## src/rtl/dmem_arbiter.sv

```systemverilog
// Purpose : arbitrates one single-port data memory between a CPU load/store port and a DMA port.
// Latency : uncontended request acked the cycle after it is first sampled; contended worst case two cycles.
// Backpres: requesters hold their request until ack; CPU is frozen via cpu_stall until its grant cycle.
module dmem_arbiter #(
    parameter int ADDR_W    = 7,
    parameter int DATA_W    = 32,
    parameter int BURST_MAX = 4
) (
    input  logic              clk,
    input  logic              rst,
    input  logic              cpu_rd,
    input  logic              cpu_wr,
    input  logic [ADDR_W-1:0] cpu_addr,
    input  logic [DATA_W-1:0] cpu_wdata,
    output logic [DATA_W-1:0] cpu_rdata,
    output logic              cpu_ack,
    output logic              cpu_stall,
    input  logic              dma_req,
    input  logic              dma_we,
    input  logic [ADDR_W-1:0] dma_addr,
    input  logic [DATA_W-1:0] dma_wdata,
    output logic [DATA_W-1:0] dma_rdata,
    output logic              dma_ack,
    output logic              mem_read,
    output logic              mem_write,
    output logic [ADDR_W-1:0] mem_addr,
    output logic [DATA_W-1:0] mem_wdata,
    input  logic [DATA_W-1:0] mem_rdata
);

    typedef enum logic [1:0] {IDLE, GNT_CPU, GNT_DMA} state_t;

    localparam int          CW   = ($clog2(BURST_MAX + 1) > 0) ? $clog2(BURST_MAX + 1) : 1;
    localparam logic [CW-1:0] BMAX = CW'(BURST_MAX);
    localparam logic        LAST_CPU = 1'b0;
    localparam logic        LAST_DMA = 1'b1;

    state_t              state;
    state_t              nxt;
    logic                last_gnt;
    logic [CW-1:0]       dma_burst_cnt;
    logic [DATA_W-1:0]   cpu_rdata_q;
    logic [DATA_W-1:0]   dma_rdata_q;
    logic                cpu_act;
    logic                cpu_go;
    logic                dma_go;

    // a simultaneous rd+wr is a write, so only cpu_wr decides direction
    assign cpu_act = cpu_rd | cpu_wr;

    // an access only happens if the grantee still requests now; reset aborts any grant in flight
    assign cpu_go = (state == GNT_CPU) && cpu_act && !rst;
    assign dma_go = (state == GNT_DMA) && dma_req && !rst;

    assign cpu_ack   = cpu_go;
    assign dma_ack   = dma_go;
    assign cpu_stall = cpu_act && (state != GNT_CPU);

    // read data is passed straight through on a read grant, otherwise the last value is held
    assign cpu_rdata = (cpu_go && !cpu_wr) ? mem_rdata : cpu_rdata_q;
    assign dma_rdata = (dma_go && !dma_we) ? mem_rdata : dma_rdata_q;

    // steer the memory port from the granted requester's live inputs, quiet otherwise
    always_comb begin
        mem_read  = 1'b0;
        mem_write = 1'b0;
        mem_addr  = '0;
        mem_wdata = '0;
        if (cpu_go) begin
            mem_read  = !cpu_wr;
            mem_write = cpu_wr;
            mem_addr  = cpu_addr;
            mem_wdata = cpu_wdata;
        end else if (dma_go) begin
            mem_read  = !dma_we;
            mem_write = dma_we;
            mem_addr  = dma_addr;
            mem_wdata = dma_wdata;
        end
    end

    // round-robin on contention; DMA may only take the turn while its run is under the cap
    always_comb begin
        nxt = IDLE;
        if (cpu_act && dma_req) begin
            if ((last_gnt == LAST_CPU) && (dma_burst_cnt < BMAX))
                nxt = GNT_DMA;
            else
                nxt = GNT_CPU;
        end else if (cpu_act) begin
            nxt = GNT_CPU;
        end else if (dma_req) begin
            nxt = GNT_DMA;
        end
    end

    // grant state, fairness history, DMA run length and held read data
    always_ff @(posedge clk) begin
        if (rst) begin
            state         <= IDLE;
            last_gnt      <= LAST_DMA;
            dma_burst_cnt <= '0;
            cpu_rdata_q   <= '0;
            dma_rdata_q   <= '0;
        end else begin
            state <= nxt;
            case (nxt)
                GNT_CPU: begin
                    last_gnt      <= LAST_CPU;
                    dma_burst_cnt <= '0;
                end
                GNT_DMA: begin
                    last_gnt <= LAST_DMA;
                    if (dma_burst_cnt < BMAX)
                        dma_burst_cnt <= dma_burst_cnt + 1'b1;
                end
                default: dma_burst_cnt <= '0;
            endcase
            if (cpu_go && !cpu_wr)
                cpu_rdata_q <= mem_rdata;
            if (dma_go && !dma_we)
                dma_rdata_q <= mem_rdata;
        end
    end

endmodule

```

## config.mk

```make
export PLATFORM = sky130hd
export DESIGN_NAME = dmem_arbiter
export DESIGN_NICKNAME = d
export VERILOG_FILES = /design/src/rtl/dmem_arbiter.sv
export SDC_FILE = /design/constraint.sdc
export NUM_CORES = 1
export LEC_CHECK = 0
export ABC_AREA = 1
export CORE_ASPECT_RATIO = 2
export CORE_MARGIN = 1.5
export CORE_UTILIZATION = 39
export DETAILED_ROUTE_END_ITERATION = 7
export PLACE_DENSITY = 0.9
export SLEW_MARGIN = 10
export SYNTH_ARGS = -nofsm -noshare
export SYNTH_HDL_FRONTEND = slang
export SYNTH_SLANG_ARGS = --single-unit
```

## constraint.sdc

```tcl
create_clock -name clk -period 1.35 [get_ports clk]
set_input_delay 0.2025 -clock clk [delete_from_list [all_inputs] [get_ports clk]]
set_output_delay 0.2025 -clock clk [all_outputs]
set_load 0.005 [all_outputs]
```

Yosys cells after proc, flatten, opt, wreduce, memory -nomap -nowiden. Index checks and enable logic that the tools add are counted.

Register bits: 70. Input port bits: 116. Output and inout bits: 108. Word-level logic and storage cells: 44.

Add/sub/neg operators: 1. Order comparisons: 1. Eq/ne operators: 5. Mux-type cells: 15. Bitwise operators: 3. Reductions and logical operators: 14.

Operator list (number): 2-to-1 mux 32 bit (4); 2-to-1 mux 7 bit (2); logical AND 1 bit (9); 2-to-1 mux 2 bit (4); == test 2 x 1 -> 1 bit (second input constant) (2); == test 2 bit (second input constant) (2); 2-to-1 mux 1 bit (4); adder 3 x 1 -> 3 bit (second input constant) (1); zero test 1 bit (3); < comparator 3 bit (second input constant) (1); inequality test 2 x 1 -> 1 bit (second input constant) (1); inverter 1 bit (2); one-hot mux 1 bit (2 select lines) (1); nonzero test 2 bit (1); OR reduction 2 bit (1); bitwise OR 1 bit (1).

Logic depth before layout (Yosys ltp).
Depth after elaboration: 7. Depth in mapped cells: 8. Mapped depth without buffers: 7.

Worst setup path before layout. Ideal clock, no wire load.

Path type: flip-flop to output port. Start: register state[0]. End: output mem_wdata[10]. Arrival time: 0.994 ns. Data required time: 1.148 ns. Setup slack: 0.154 ns. Cell stages (with the launch flop): 8. Path buffers: 1. Cell sequence: dfxtp_1 -> nand2_1 -> nor2_2 -> nand2_1 -> inv_2 -> buf_2 -> nand2_1 -> nand2_1.

Elaborated cells between the ends (all ways): 8. Those cells by class: 2 x eq/ne; 2 x mux; 4 x reduce/logical.

RTL lines: start, declared (RTL line 38) `state_t state;`; start signal, assigned (RTL line 106) `state <= nxt;`; == test 2 x 1 -> 1 bit (RTL line 52) `assign cpu_go = (state == GNT_CPU) && cpu_act && !rst;`; logical AND 1 bit (2 in a row) (RTL line 52); named net cpu_ack (RTL line 16) `output logic cpu_ack,`; 2-to-1 mux 32 bit (RTL line 69) `if (cpu_go) begin`; end, declared (RTL line 27) `output logic [DATA_W-1:0] mem_wdata,`.

The timed path passes the listed nets, and every way through them passes these cells.

Worst setup path in the final report.
Start: register state[0]. End: output cpu_rdata[0].

Cells in the longest elaborated chain, start to end: 5.

Ends and longest elaborated chain: == test 2 x 1 -> 1 bit (RTL line 52); logical AND 1 bit (2 in a row) (RTL line 52); logical AND 1 bit (RTL line 60) `assign cpu_rdata = (cpu_go && !cpu_wr) ? mem_rdata : cpu_rdata_q;`; 2-to-1 mux 32 bit; end, declared (RTL line 15) `output logic [DATA_W-1:0] cpu_rdata,`.

Every way passes these cells.

==> flow_metrics.env <==
export IMPL_status="finished with violations"
export IMPL_violations="setup timing"
export IMPL_synthTopCellsByCount="nand2_1 (262), inv_1 (104), dfxtp_1 (70)"
export IMPL_crit_top_cell="nand2_1"
export IMPL_synth_seq_cells=70
export IMPL_clock_sinks=70
export IMPL_synth_edff_count=0
export IMPL_crit_slowest_cell="dfxtp_4"
export IMPL_ff2ff_path_depth=9
export IMPL_crit_chain="inv_2 -> nor2_4 -> nand4_4 -> buf_4 -> buf_12 -> nand2_1 -> nand2_1 -> inv_1 -> dlymetal6s2s_1"
export IMPL_ios=224
export IMPL_synth_async_reset_ratio_pct=0
export IMPL_worstMarginPinSlew_ns=0.756
export IMPL_avgSynthCellArea_um2=6.30
export IMPL_synth_top_area_share_pct=36.1
export IMPL_grt_pass1_vias=4984
export IMPL_yosys_area_top_type="dfxtp_1"
export IMPL_drive_gt1_share_pct=55.1
export IMPL_die_height_um=144
export IMPL_vdd_drop_max_uv=1130
export IMPL_layout_min_cycle_time_ns=2.09
export IMPL_crit_buf_inv=5
export IMPL_root_buffer="clkbuf_16"
export IMPL_p_leak_nw=4.86
export IMPL_place_area_um2=6850
export IMPL_period_share_pct=155
export IMPL_fin_setup_tns_ns=-74.53
export IMPL_nNetsFinal=1110
export IMPL_grt_overflow_total=0
export IMPL_power_density_nw_per_um2=661
export IMPL_max_stage_delay_ns=0.39
export IMPL_cp_max_fo=5
export IMPL_relSlewSlack_pct=49.6
export IMPL_place_inst=1030
export IMPL_cp_required_ns=1.15
export IMPL_clock_tree_buffer_depth=2
export IMPL_fmax_ghz=0.478
export IMPL_final_hold_viol_count=0
export IMPL_grt_pass1_wl_mm=24.6
export IMPL_ant_nets=0
export IMPL_stdcell_count=1131
export IMPL_htree_levels=3
export IMPL_p_total_mw=5.92
export IMPL_drtIter0Drc=582
export IMPL_dp_hpwl_mm=11.0
export IMPL_port_buffers=223
export IMPL_initial_core_util_pct=40.1
export IMPL_cp_data_arrival_time_ns=1.89
export IMPL_seq_area_frac_synth_pct=36.1
export IMPL_core_region_area_um2=9700
export IMPL_insertion_delay_ns=0.35
export IMPL_rsz0062_at_grt="true"
export IMPL_fillCellCount=309
export IMPL_critPathKind="register to primary output"
export IMPL_clock_skew_ns=0.0113
export IMPL_wire_per_inst_um=24.2
export IMPL_worstSetupPathDepth=9
export IMPL_vias_per_cell=5.66
export IMPL_syn2layout_area_growth_pct=130
export IMPL_fp_row_count=51
export IMPL_routed_wirelength_mm=27.3
export IMPL_setup_viol=173
export IMPL_cts_tree="built"
export IMPL_slew_viol_final=0
export IMPL_hold_path_class="input pin to register"
export IMPL_syn_inst=617
export IMPL_yosysMostFrequentCell="nand2_1"
export IMPL_start_kind="register"
export IMPL_grt_start_max_net_pins=48
export IMPL_grt_total_usage_pct=30.5
export IMPL_dr_pass1_iters=5
export IMPL_synthFlopType="dfxtp_1"
export IMPL_end_kind="primary output"
export IMPL_synth_area_um2=3890
export IMPL_syn_nets=734
export IMPL_yosys_top_cells_area="dfxtp_1 (36%), nand2_1 (25%), inv_1 (10%), a21oi_2 (6.8%), nand4_1 (5.2%)"
export IMPL_synth_warnings=0
export IMPL_stdcell_area_um2=8960
export IMPL_post_route_drc_count=0
export IMPL_setup_slack_ns=-0.740
export IMPL_hold_depth=2
export IMPL_dieWidth_um=73.6
export IMPL_maxCapViolCount=0
export IMPL_ys_types=20
export IMPL_cts_made_buffers=9
export IMPL_antenna_found_initial=0
export IMPL_clk_pin_slew_ns=0.06
export IMPL_die_area_um2=10600
export IMPL_vias=6396
export IMPL_place_congestion=0.862
export IMPL_crit_family="buffers and inverters"
[power by group]
group	internal, mW	switching [mW]
logic	0.786	0.732
clock network	1.28	0.988
registers	2.11	0.0282
[placed cells by master, fill, tap and decap left out, drive strengths merged]
cell type / synthesis / final
nand2: 292 / 292
buf: 25 / 218
clkdlybuf4s50: 0 / 110
inv: 107 / 106
clkbuf: 9 / 73
dfxtp: 70 / 70
nor2: 41 / 41
a21oi: 34 / 34
nand4: 33 / 33
dlymetal6s2s: 0 / 5
clkinv: 1 / 5
clkinvlp: 0 / 3
dlygate4sd2: 0 / 3
diode: 0 / 1
nand3b: 1 / 1
a211oi: 1 / 1
nand3: 1 / 1
xor2: 1 / 1
ha: 1 / 1
[routing by layer]
metal	vias up	part of all wire [%]	GRT usage, %
met5	-	0	0
met4	0	11	15.9
met3	244	13	7.74
met2	608	47	56.3
met1	2947	29	30.2
li1	2597	-	-
[worst register-to-register path: cells and delay by family (launching register included)]
kind	cells	cell delay [ns]
buf+inv	4	0.56
flops	1	0.39
simple gates	5	0.75
[cell type report]
cell class,instances,area [µm²],share of cell area [%]
timing repair buffer,399,4020,44.9
multi-input combinational,405,2660,29.6
sequential,70,1410,15.7
inverter,108,425,4.75
clock buffer,10,239,2.67
tap,132,165,1.84
clock inverter,6,37.5,0.419
antenna,1,2.50,0.0279
[final timing paths]
kind                    from         endpoint  slack, ns
max                 state[0]     cpu_rdata[0]      -0.74
min reg2reg  dma_rdata_q[12]  dma_rdata_q[12]       0.48
min                      rst         state[0]       0.28
max reg2reg         state[0]  cpu_rdata_q[20]      -0.48
[registers in the layout (all words and copies together) (netlist names)]
signal         flops
cpu_rdata_q       32
dma_burst_cnt      3
dma_rdata_q       32
last_gnt           1
state              2
[timing repair]
action,4_1_cts,5_1_grt
endpoints found under the setup margin,108,157
setup buffers,14,67
gates resized for setup,167,561
hold buffers,0,0
pin swaps,5,82
gates cloned,7,11
hold endpoints to repair,0,0
[cell families (layout without fill, tap and decap cells)]
family,count (synthesis),in the layout,share of synthesized area (%)
other,0,1,0
adders and majority gates,1,1,0.322
AOI/OAI and AO/OA,35,35,7.47
xor gates and xnor gates,1,1,0.225
DFF,70,70,36.1
and+or+nand+nor,368,368,40.4
buffers and inverters,142,523,15.5
[per-stage QoR]
stage	hold WS (ns)	util (%)	setup slack, ns
global placement	0.450	70.6	-0.789
floorplan	0.301	-	0.154
detailed placement	0.452	70.6	-0.801
global route	0.279	92.3	-0.759
CTS	0.148	77.9	-0.768
finish	0.284	92.4	-0.740
Power figures use the tool's default switching activity.
